### config.mk
export PLATFORM = sky130hd
export DESIGN_NAME = qam16_mapper
export DESIGN_NICKNAME = d
export VERILOG_FILES = /design/src/rtl/qam16_pkg.sv /design/src/rtl/qam16_level.sv /design/src/rtl/qam16_mapper.sv
export SDC_FILE = /design/constraint.sdc
export NUM_CORES = 1
export LEC_CHECK = 0
export CAP_MARGIN = 10
export CORE_UTILIZATION = 51
export CTS_CLUSTER_DIAMETER = 60
export DETAILED_ROUTE_END_ITERATION = 8
export GPL_TIMING_DRIVEN = 0
export PLACE_DENSITY = 0.79
export SLEW_MARGIN = 20
export SYNTH_ARGS = -nofsm -noshare
export SYNTH_HDL_FRONTEND = slang
export SYNTH_SLANG_ARGS = --single-unit
### constraint.sdc
create_clock -name clk -period 2 [get_ports clk]
set_input_delay 0.4 -clock clk [delete_from_list [all_inputs] [get_ports clk]]
set_output_delay 0.4 -clock clk [all_outputs]
set_load 0.1 [all_outputs]
### src/rtl/qam16_pkg.sv
// Shared definitions for the QAM16 transmit mapper.
// Latency: none (constants, types and a pure function only).
// Backpressure: not applicable.
// Contents: per-axis Gray level codes, slot FSM state encoding, Gray-to-multiplier map.
package qam16_pkg;

   // Per-axis Gray codes: adjacent amplitude levels differ in one bit.
   localparam logic [1:0] LVL_M3 = 2'b00;
   localparam logic [1:0] LVL_M1 = 2'b01;
   localparam logic [1:0] LVL_P1 = 2'b11;
   localparam logic [1:0] LVL_P3 = 2'b10;

   // Slot FSM: the state names the kind of slot currently on di/dq.
   typedef logic [1:0] state_t;
   localparam state_t ST_IDLE = 2'd0;
   localparam state_t ST_PRE  = 2'd1;
   localparam state_t ST_DATA = 2'd2;

   // Gray code -> signed multiple of the unit amplitude.
   function automatic int gray_mult(input logic [1:0] code);
      int m;
      case (code)
         LVL_M3:  m = -3;
         LVL_M1:  m = -1;
         LVL_P1:  m = 1;
         default: m = 3;
      endcase
      return m;
   endfunction

endpackage

### src/rtl/qam16_level.sv
// Maps one 2-bit Gray code to a signed W-bit amplitude level (+-AMP, +-3*AMP).
// Latency: combinational.
// Backpressure: none; output follows the input code.
// Ports: code (2-bit Gray code in), level (signed W-bit level out).
module qam16_level #(
   parameter int W   = 12,
   parameter int AMP = 256
) (
   input  logic [1:0]          code,
   output logic signed [W-1:0] level
);
   import qam16_pkg::*;

   // Product is a small constant multiple of AMP; truncation to W bits is
   // exact because the top level guarantees 3*AMP fits.
   always_comb level = W'(gray_mult(code) * AMP);

endmodule

### src/rtl/qam16_mapper.sv
// QAM16 symbol mapper: pulls 4 bits per symbol, emits Gray-mapped I/Q levels behind a per-frame preamble.
// Latency: the last bit of a symbol (sampled at cnt=3Q) reaches di/dq Q cycles later on the symbol wrap.
// Backpressure: none; the mapper paces the source through bit_en and never waits on din.
// Ports: clk, rst (sync, active-high), din (serial bit) in; bit_en (bit request), di/dq (signed W-bit I/Q),
//        sym_start (first cycle of each non-idle symbol), in_pre (preamble symbol on di/dq) out.
module qam16_mapper #(
   parameter int SYM_DIV   = 32,
   parameter int PRE_LEN   = 16,
   parameter int FRAME_LEN = 200,
   parameter int W         = 12,
   parameter int AMP       = 256
) (
   input  logic                clk,
   input  logic                rst,
   input  logic                din,
   output logic                bit_en,
   output logic signed [W-1:0] di,
   output logic signed [W-1:0] dq,
   output logic                sym_start,
   output logic                in_pre
);
   import qam16_pkg::*;

   localparam int Q    = SYM_DIV / 4;
   localparam int CW   = $clog2(SYM_DIV);
   localparam int MAXL = (PRE_LEN > FRAME_LEN) ? PRE_LEN : FRAME_LEN;
   localparam int IW   = $clog2(MAXL + 1);
   localparam logic signed [W-1:0] PRE_P = W'(3 * AMP);
   localparam logic signed [W-1:0] PRE_N = W'(-3 * AMP);

   if (3 * AMP > 2 ** (W - 1) - 1) begin : g_amp_chk
      $error("qam16_mapper: 3*AMP does not fit in a signed W-bit level");
   end
   if ((SYM_DIV % 4) != 0 || SYM_DIV < 8) begin : g_div_chk
      $error("qam16_mapper: SYM_DIV must be a multiple of 4 and at least 8");
   end
   if (PRE_LEN < 1 || FRAME_LEN < 1) begin : g_len_chk
      $error("qam16_mapper: PRE_LEN and FRAME_LEN must be at least 1");
   end

   logic [CW-1:0]       cnt;
   state_t              state;
   logic [IW-1:0]       idx;
   logic [3:0]          sreg;
   logic                wrap;
   logic                pre_last;
   logic                data_last;
   logic                collect;
   logic signed [W-1:0] lvl_i;
   logic signed [W-1:0] lvl_q;

   assign wrap      = (cnt == CW'(SYM_DIV - 1));
   assign pre_last  = (state == ST_PRE)  && (idx == IW'(PRE_LEN - 1));
   assign data_last = (state == ST_DATA) && (idx == IW'(FRAME_LEN - 1));

   // Bits are gathered one slot ahead: only slots followed by a data slot collect.
   assign collect = pre_last || ((state == ST_DATA) && !data_last);
   assign bit_en  = collect && ((cnt == CW'(0))     || (cnt == CW'(Q)) ||
                                (cnt == CW'(2 * Q)) || (cnt == CW'(3 * Q)));

   qam16_level #(.W(W), .AMP(AMP)) u_lvl_i (.code(sreg[3:2]), .level(lvl_i));
   qam16_level #(.W(W), .AMP(AMP)) u_lvl_q (.code(sreg[1:0]), .level(lvl_q));

   always_ff @(posedge clk) begin
      if (rst) begin
         cnt       <= '0;
         state     <= ST_IDLE;
         idx       <= '0;
         sreg      <= '0;
         di        <= '0;
         dq        <= '0;
         sym_start <= 1'b0;
         in_pre    <= 1'b0;
      end else begin
         // Every slot after the idle one is non-idle, so each wrap starts a real symbol.
         sym_start <= wrap;
         if (bit_en) sreg <= {sreg[2:0], din};
         if (wrap) begin
            cnt <= '0;
            case (state)
               ST_IDLE: begin
                  state  <= ST_PRE;
                  idx    <= '0;
                  di     <= PRE_P;
                  dq     <= PRE_P;
                  in_pre <= 1'b1;
               end
               ST_PRE: begin
                  if (pre_last) begin
                     state  <= ST_DATA;
                     idx    <= '0;
                     di     <= lvl_i;
                     dq     <= lvl_q;
                     in_pre <= 1'b0;
                  end else begin
                     // Next preamble index is idx+1: odd when idx is even.
                     idx <= idx + 1'b1;
                     di  <= idx[0] ? PRE_P : PRE_N;
                     dq  <= idx[0] ? PRE_P : PRE_N;
                  end
               end
               default: begin
                  if (data_last) begin
                     state  <= ST_PRE;
                     idx    <= '0;
                     di     <= PRE_P;
                     dq     <= PRE_P;
                     in_pre <= 1'b1;
                  end else begin
                     idx <= idx + 1'b1;
                     di  <= lvl_i;
                     dq  <= lvl_q;
                  end
               end
            endcase
         end else begin
            cnt <= cnt + 1'b1;
         end
      end
   end

endmodule

# Yosys cells after proc, flatten, opt, wreduce, memory -nomap -nowiden
# Index checks and enable logic that the tools add are counted.
totals:
  regBits: 45
  input_bits: 3
  output_inout_bits: 27
  wordCells: 57
op_classes:
  add_sub_neg: 2
  eq_ne: 13
  muxes: 18
  reduce_logical: 16
ops:
  columns: ["op", "n"]
  rows:
  - ["$mux 12", 5]
  - ["$pmux 12 s2", 2]
  - ["$pmux 4 s3", 2]
  - ["$mux 8", 2]
  - ["$pmux 8 s2", 1]
  - ["$eq 5x5->1 const B", 3]
  - ["$add 8x1->8 const B", 1]
  - ["$eq 8x4->1 const B", 1]
  - ["$eq 8x8->1 const B", 1]
  - ["$eq 2x1->1 const B", 3]
  - ["$eq 2x2->1 const B", 3]
  - ["$logic_not 2->1", 3]
  - ["$add 5x1->5 const B", 1]
  - ["$eq 5x4->1 const B", 1]
  - ["$logic_not 5->1", 1]
  - ["$logic_and 1x1->1", 4]
  - ["$logic_or 1x1->1", 4]
  - ["$mux 2", 2]
  - ["$pmux 2 s2", 1]
  - ["$reduce_and 3->1", 1]
  - ["$reduce_bool 3->1", 1]
  - ["$mux 1", 2]
  - ["$ne 2x2->1 const B", 1]
  - ["$pmux 1 s2", 1]
  - ["2 further kinds", 2]

# Depth between registers and ports, before layout
# Gate-level depths: netlist of the first run.
depth:
  ltp_word: 6
  mapped_depth: 8
  ltp_nobuf: 7

# By module
# Synthesis of the first run repeated with hierarchy kept, for this count alone.
unflattened:
  cells_unflattened: 246
  area_unflattened_um2: 2235.9
modules_own_cells:
  columns: ["mod", "instances", "cells_per_inst", "area_per_inst_um2", "seq_area_each_um2"]
  rows:
  - ["qam16_mapper", 1, 212, 1993.2, 880.8]
  - ["qam16_level", 2, 17, 121.4, 0.0]

# Least setup slack after synthesis of the first run
# Ideal clock, no wire load.
synth_path:
  path_kind: "register -> output"
  from: "register state[0]"
  to: "output bit_en"
  arrival_time_ns: 2.211
  t_required_ns: 1.600
  path_slack_ns: -0.611
  stages_incl_launch_ff: 4
  path_buffers: 0
  cell_sequence: "dfxtp_1 > nor4bb_1 > nand3_1 > nand2_1"
synth_between:
  elab_chain_cells: 6
  elab_cells_between_ends: 8
  classes_between: "eq/ne (2); reduce/logical (6)"
synth_lines:
  columns: ["element", "line_no", "source"]
  rows:
  - ["from (decl)", "qam16_mapper.sv:42", "state_t state;"]
  - ["from (signal assigned)", "qam16_mapper.sv:67", "state <= ST_IDLE;"]
  - ["from (signal assigned)", "qam16_mapper.sv:82", "state <= ST_PRE;"]
  - ["from (signal assigned)", "qam16_mapper.sv:90", "state <= ST_DATA;"]
  - ["$eq 2x2->1", "qam16_mapper.sv:54, qam16_mapper.sv:57", null]
  - ["$logic_and 1x1->1", "qam16_mapper.sv:54", "assign data_last = (state == ST_DATA) && (idx == IW'(FRAME_LEN - 1));"]
  - ["$logic_not 1->1", "qam16_mapper.sv:57", "assign collect = pre_last || ((state == ST_DATA) && !data_last);"]
  - ["$logic_and 1x1->1", "qam16_mapper.sv:57", null]
  - ["$logic_or 1x1->1 (*)", "qam16_mapper.sv:57", null]
  - ["$logic_and 1x1->1 (*)", "qam16_mapper.sv:58", "assign bit_en = collect && ((cnt == CW'(0)) || (cnt == CW'(Q)) ||"]
  - ["to (decl)", "qam16_mapper.sv:16", "output logic bit_en,"]
# Every way passes the cells marked *; elsewhere a longest branch is shown, timed or not.

# Worst setup path in the final report of the first run
layout_path:
  from: "register idx[1]"
  to: "output bit_en"
layout_between:
  elab_chain_cells: 6
  elab_cells_between_ends: 8
  classes_between: "eq/ne (2); reduce/logical (6)"
layout_lines:
  columns: ["element", "line_no", "source"]
  rows:
  - ["from (decl)", "qam16_mapper.sv:43", "logic [IW-1:0] idx;"]
  - ["from (signal assigned)", "qam16_mapper.sv:97", "idx <= idx + 1'b1;"]
  - ["from (signal assigned)", "qam16_mapper.sv:110", "idx <= idx + 1'b1;"]
  - ["$eq 8x8->1", "qam16_mapper.sv:54", null]
  - ["$logic_and 1x1->1", "qam16_mapper.sv:54", null]
  - ["$logic_not 1->1", "qam16_mapper.sv:57", null]
  - ["$logic_and 1x1->1", "qam16_mapper.sv:57", null]
  - ["$logic_or 1x1->1 (*)", "qam16_mapper.sv:57", null]
  - ["$logic_and 1x1->1 (*)", "qam16_mapper.sv:58", null]
# Marked as above.

==> results by group, run 1 <==
Floorplanning
  – Die area: 3160 um2
  – Core Box Area: 2760 um2
  – Top-level port count: 30
  – Initial core utilization: 0.543
  – Die W: 56.2 um
  – FP Rows: 19
  – Chip Height: 56.2 um

Setup path
  – RR Endpoint: idx[5]$_SDFFE_PP0P_
  – Arr. time, crit path: 1.64 ns
  – Crit-path max FO: 5
  – Worst setup SP type: flop
  – Worst Setup End Kind: output port
  – Critical Path RT: 1.60 ns
  – Worst Path Buf+Inv: 2
  – Max incr delay on CP: 0.40 ns
  – Crit-path cells: ha_4 -> nor4bb_4 -> buf_6 -> nand3_4 -> nand2_4 -> buf_12
  – Reg2reg start: idx[1]$_SDFFE_PP0P_
  – Reg2reg setup slack: 0.13 ns
  – CP max-delay cell: dfxtp_4
  – Cell family with most CP delay: simple AND/OR/NAND/NOR gates
  – WS Path Type: flop to output port
  – Worst R2R Path Depth: 7
  – Crit path from: idx[1]$_SDFFE_PP0P_

Clocking
  – H-tree depth: 1
  – Cts hold-fix bufs: 0
  – TritonCTS buffer count: 3
  – CTS tree: built
  – CTS sink cnt: 25
  – Clock root buffer: clkbuf_4
  – Clock transition at the registers of the reported paths: 0.14 ns
  – Worst skew pair latency: 0.33 ns
  – Clock buffer depth: 2

Routing
  – Vias post-DR: 1433
  – First-pass DRT Iterations: 4
  – Remaining routing DRC violations: 0
  – 1st-iter DRT viols: 80
  – DR vias/cell: 5.66
  – Total wire length: 3.69 mm
  – Detailed-route wire length per cell: 14.6 um
  – Post-route ant nets: 0

Global route
  – Total Routing Usage GR: 0.212
  – First-pass GRT wire length: 5.33 mm
  – Vias in the first global route: 1276
  – Gr ovfl total: 0
  – Initial antenna violation count: 0
  – Largest net degree at the start of global routing: 14

Yosys
  – Synthesized area: 1500 um2
  – Leading area contributor after synthesis: dfxtp_1
  – Synth Register Bits: 25
  – Multiplexer share of the synthesized area: 0
  – Synth area leaders: dfxtp_1 33%, buf_4 9.5%, ha_1 6.7%, nand2_1 4.5%, a21oi_1 4.3%
  – Xor/xnor cell area share of the yosys netlist: 0.0292
  – EDFF count, synth: 0
  – Seq/Total Area, Yosys: 0.334
  – Syn_area_per_cell: 8.32 um2
  – Adder-Cell Fraction of Synth Area: 0.0668
  – Post-synth top area share: 0.334
  – Most frequent cell after synthesis: dfxtp_1
  – Share of async-settable or async-resettable flops after synthesis: 0
  – Warnings, synthesis: 0
  – Cells after Synth: 180
  – Post-synth cell types: 43
  – Ys flop type: dfxtp_1
  – Simple-gate area share of the yosys netlist: 0.228
  – Post-synthesis compound-gate area fraction: 0.185
  – Synth top cells by count: 25 x dfxtp_1, 19 x buf_4, 18 x nand2_1, 13 x a21oi_1, 11 x nand3_1
  – Largest family of logic cells by synthesized area: simple AND/OR/NAND/NOR gates

Timing
  – Final min period: 2.04 ns
  – Endpoints failing setup: 1
  – Clk_skew: 0.00905 ns
  – Worst Max-Slew Pin Slew: 0.957 ns
  – Fmax: 491 MHz
  – Final Hold Vio Count: 0
  – Final TNS setup: -0.0369 ns
  – RSZ-0062 raised after global routing: yes
  – Slew headroom: 0.365
  – Final Max Slew Viols: 0
  – Final setup margin: -0.0369 ns
  – Final hold slack: 0.325 ns
  – Final period utilization: 1.02

Status
  – Status: complete, but fails checks
  – Failing checks: negative setup slack

Power
  – Sw Ratio: 0.339
  – Clock share of power: 0.252
  – Worst VDD drop: 473 uV
  – Power share of the sequential group: 0.544
  – Power Internal: 617 uW
  – P_leak: 0.000753 uW
  – Power Dens Cells: 478 nW/um2
  – Combinational share of power: 0.204
  – Psw: 316 uW

Layout
  – ANT cells: 0
  – Nets: 234
  – Final instance area: 1950 um2
  – Fillers: 218
  – Area growth syn-to-layout: 30.3%
  – Layout cells sized above 1: 0.315

Placed design
  – Final GP Congestion: 0.808
  – Dpl cell area: 1720 um2
  – Post-DP HPWL: 2.24 mm
  – Number of port buffers: 12

Flow run
  – Max-capacitance violation count: 0

Worst hold path
  – Hold_sp: rst
  – Worst hold-check path type: primary input to flop
  – Min-Delay Path Depth: 2
  – Hold EP: state[0]$_SDFFE_PP0P_
[sequential cells by signal, indices dropped and copies added (netlist names)]
register and flops:
dq 2, cnt 5, state 2, sreg 4, sym_start 1, di 3
idx 8
[layout make-up]
type                            instances  area [um2]  area share
Timing Repair Buffer                   24         213       0.109
Sequential cell                        25         519       0.266
Multi-Input combinational cell        131         920       0.471
Tap cell                               31        38.8      0.0199
Buffer                                 29         201       0.103
Inverter                                9        33.8      0.0173
Clock buffer                            4        26.3      0.0135
[layer usage]
layer | vias up | GRT usage | share of wire
met5 | - | 0 | 0
met4 | 0 | 0.122 | 0.020
met3 | 7 | 0.0256 | 0.051
met2 | 52 | 0.378 | 0.52
met1 | 680 | 0.242 | 0.41
li1 | 694 | - | -
[cells by family (layout without fill, tap and decap cells)]
group                      Yosys count  after routing
DFF                                 25             25
adders and majority gates            8              8
other                                1             16
and+or+nand+nor                     60             60
buffers and inverters               39             66
xor gates and xnor gates             5              5
AOI/OAI and AO/OA                   42             42
[worst max-delay path by stage]
stage,cells past startpoint,slack [ns],to
final,6,-0.04,bit_en
after floorplan,4,0.06,bit_en
after global routing,6,-0.1,bit_en
after CTS,6,-0.13,bit_en
after global placement,6,-1.0,bit_en
after detailed placement,6,-1.03,bit_en
[layout by cell type, fill, tap and decap left out, drive strengths merged, types with 2 or more instances in the layout]
cell and instances:
nor4 2, nor3b 3, xor2 2, xnor2 3, o21a 2, a311oi 2
clkbuf 11, a221oi 2, dfxtp 25, o21ai 10, a31oi 2, buf 36
nand3 11, and3 3, nand4 4, nor3 4, nor2 7, a211oi 4
ha 8, nor4bb 3, conb 16, nand2 18, inv 9, dlygate4sd2 5
a21oi 13, clkdlybuf4s15 4
[what timing repair did]
action / CTS / global route
setup endpoints to repair: 15 / 7
cloned: 0 / 0
pin swaps: 0 / 8
hold endpoints to repair: 0 / 0
resized for setup: 40 / 21
buffers inserted: 0 / 12
[power groups by stage]
stage / Clock, uW / Sequential (uW) / Combinational (uW)
2_1_floorplan: 0 / 518 / 173
6_report: 235 / 507 / 191
5_1_grt: 250 / 508 / 200
4_1_cts: 236 / 508 / 182
3_5_place_dp: 0 / 519 / 180
3_3_place_gp: 0 / 519 / 179
[per-stage QoR]
stage,worst slack [ns],total power (uW),utilization,std cells
5_1_grt,-0.0969,958,0.708,253
4_1_cts,-0.131,926,0.658,241
2_1_floorplan,0.0626,691,-,195
3_5_place_dp,-1.03,700,0.624,238
6_report,-0.0369,933,0.708,253
3_3_place_gp,-0.995,698,0.624,238
Note: power is estimated with default switching activity, not from simulation.
==> run 2, diff against run 1 <==
CORE_UTILIZATION = 53   (was 51)
CTS_BUF_LIST = sky130_fd_sc_hd__clkbuf_8   (was default)
PLACE_DENSITY = 0.82   (was 0.79)
==> results by group, run 2 (same netlist as run 1, synthesis figures left out) <==
Placed design
  – Number of port buffers: 12
  – Dpl cell area: 1720 um2
  – DP Worst Slack: -1.04 ns
  – Post-DP HPWL: 2.27 mm
  – Final GP Congestion: 0.844

Timing
  – Slew headroom: 0.364
  – RSZ-0062 raised after global routing: yes
  – Final period utilization: 1.01
  – Final Max Slew Viols: 0
  – Final Hold Vio Count: 0
  – Fmax: 496 MHz
  – Final setup margin: -0.0177 ns
  – Worst Max-Slew Pin Slew: 0.958 ns
  – Endpoints failing setup: 1
  – Final min period: 2.02 ns
  – Clk_skew: 0.00339 ns

Status
  – Status: complete, but fails checks
  – Failing checks: negative setup slack

Setup path
  – Reg2reg setup slack: 0.11 ns
  – WS Path Type: flop to output port
  – Crit path from: idx[0]$_SDFFE_PP0P_
  – Arr. time, crit path: 1.62 ns
  – Reg2reg start: idx[0]$_SDFFE_PP0P_
  – Critical Path RT: 1.60 ns
  – Worst Setup End Kind: output port
  – Worst R2R Path Depth: 5
  – Worst setup SP type: flop
  – Crit-path max FO: 6
  – RR Endpoint: dq[9]$_SDFFE_PP0P_

Power
  – Psw: 317 uW
  – Power share of the sequential group: 0.512
  – Combinational share of power: 0.188
  – Sw Ratio: 0.319
  – P_leak: 0.000722 uW
  – Worst VDD drop: 472 uV
  – Clock share of power: 0.300
  – Power Dens Cells: 528 nW/um2
  – Power Internal: 674 uW

Layout
  – Final instance area: 1880 um2
  – Commonest non-fill, non-tap cell in the layout: buf_4
  – Number of flip-flops in the largest register: 8
  – Area growth syn-to-layout: 25.2%
  – Fillers: 199
  – ANT cells: 0
  – Commonest non-fill, non-tap cells in the layout: 22 x buf_4, 19 x dfxtp_1, 17 x nand2_1, 16 x conb_1, 13 x a21oi_1
  – Layout cells sized above 1: 0.244
  – Register with the most flip-flops: idx
  – Nets: 225
  – Regs by FF count: idx (8), cnt (5), sreg (4)

Clocking
  – CTS sink cnt: 25
  – Worst skew pair latency: 0.27 ns
  – TritonCTS buffer count: 3
  – Clock root buffer: clkbuf_8
  – Clock transition at the registers of the reported paths: 0.09 ns
  – CTS tree: built
  – Clock buffer depth: 2
  – H-tree depth: 1

Global route
  – Initial antenna violation count: 0
  – Gr ovfl total: 0
  – First-pass GRT wire length: 5.09 mm
  – Total Routing Usage GR: 0.235
  – Vias in the first global route: 1196
  – Largest net degree at the start of global routing: 14

Floorplanning
  – Initial core utilization: 0.583
  – Die area: 3040 um2
  – Die W: 55.2 um
  – Chip Height: 55.2 um
  – Top-level port count: 30
  – Core Box Area: 2570 um2
  – FP Rows: 18

Flow run
  – Max-capacitance violation count: 0

Routing
  – DR vias/cell: 5.70
  – Remaining routing DRC violations: 0
  – 1st-iter DRT viols: 34
  – Vias post-DR: 1384
  – Post-route ant nets: 0
  – Total wire length: 3.40 mm
  – Detailed-route wire length per cell: 14.0 um
  – First-pass DRT Iterations: 4

Worst hold path
  – Hold EP: cnt[4]$_SDFF_PP0_
  – Min-Delay Path Depth: 2
  – Hold_sp: rst
  – Worst hold-check path type: primary input to flop
[run 2: cell count changes in the layout (fill, tap and decap cells not counted), moves of 2 or more]
cell | previous run | this run
buf_4 | 31 | 22
clkbuf_4 | 3 | 0
clkbuf_8 | 0 | 3
clkdlybuf4s15_2 | 3 | 0
dfxtp_1 | 16 | 19
inv_1 | 7 | 10
clkdlybuf4s15_1 | 1 | 3
dfxtp_4 | 3 | 1
inv_2 | 2 | 0
[run 2: metal layers]
| layer | GRT usage | wire length [um] | up-vias |
|---|---|---|---|
| met3 | 0.0328 | 194 | 7 |
| met2 | 0.428 | 1760 | 51 |
| li1 | - | - | 678 |
| met5 | 0 | 0 | - |
| met4 | 0.0875 | 38 | 0 |
| met1 | 0.275 | 1420 | 648 |
[run 2: repair_timing]
item / 4_1_cts / 5_1_grt
buffers inserted: 0 / 3
endpoints found under the setup margin: 15 / 8
pin swaps: 0 / 3
hold buffers: 0 / 0
resized for setup: 27 / 22
[run 2: how the worst max path moves through the flow]
stage	endpoint	slack [ns]
4_1_cts	bit_en	-0.18
5_1_grt	bit_en	-0.07
3_5_place_dp	bit_en	-1.04
2_1_floorplan	bit_en	0.06
3_3_place_gp	bit_en	-1.0
6_report	bit_en	-0.02
[run 2: final cells by class]
type                            count  area, um2  share of cell area
Timing Repair Buffer               15        140              0.0747
Clock buffer                        3       41.3              0.0220
Tap cell                           30       37.5              0.0200
Clock inverter                      1       3.75             0.00200
Multi-Input combinational cell    131        907               0.484
Sequential cell                    25        510               0.272
Inverter                            9       33.8              0.0180
Buffer                             29        201               0.107
[run 2: power groups by stage]
stage / Sequential, uW / Combinational (uW) / Clock (uW)
floorplan: 518 / 173 / 0
global placement: 519 / 179 / 0
detailed placement: 519 / 181 / 0
CTS: 506 / 181 / 298
global route: 508 / 195 / 317
finish: 508 / 187 / 297
[run 2: per-stage QoR]
| stage | hold slack (ns) | power [uW] | cells | TNS (ns) | utilization |
|---|---|---|---|---|---|
| 2_1_floorplan | 0.448 | 691 | 195 | 0 | - |
| 3_3_place_gp | 0.458 | 698 | 237 | -0.999 | 0.670 |
| 3_5_place_dp | 0.479 | 700 | 237 | -1.19 | 0.670 |
| 4_1_cts | 0.400 | 985 | 240 | -0.181 | 0.695 |
| 5_1_grt | 0.425 | 1020 | 243 | -0.0787 | 0.731 |
| 6_report | 0.413 | 991 | 243 | -0.0177 | 0.731 |
[run 2: critical path, cell delays in order (launching register included)]
cell,delay [ns]
dfxtp_4,0.39
ha_4,0.16
nand4bb_1,0.24
o21ai_4,0.31
nand2_4,0.08
buf_12,0.16
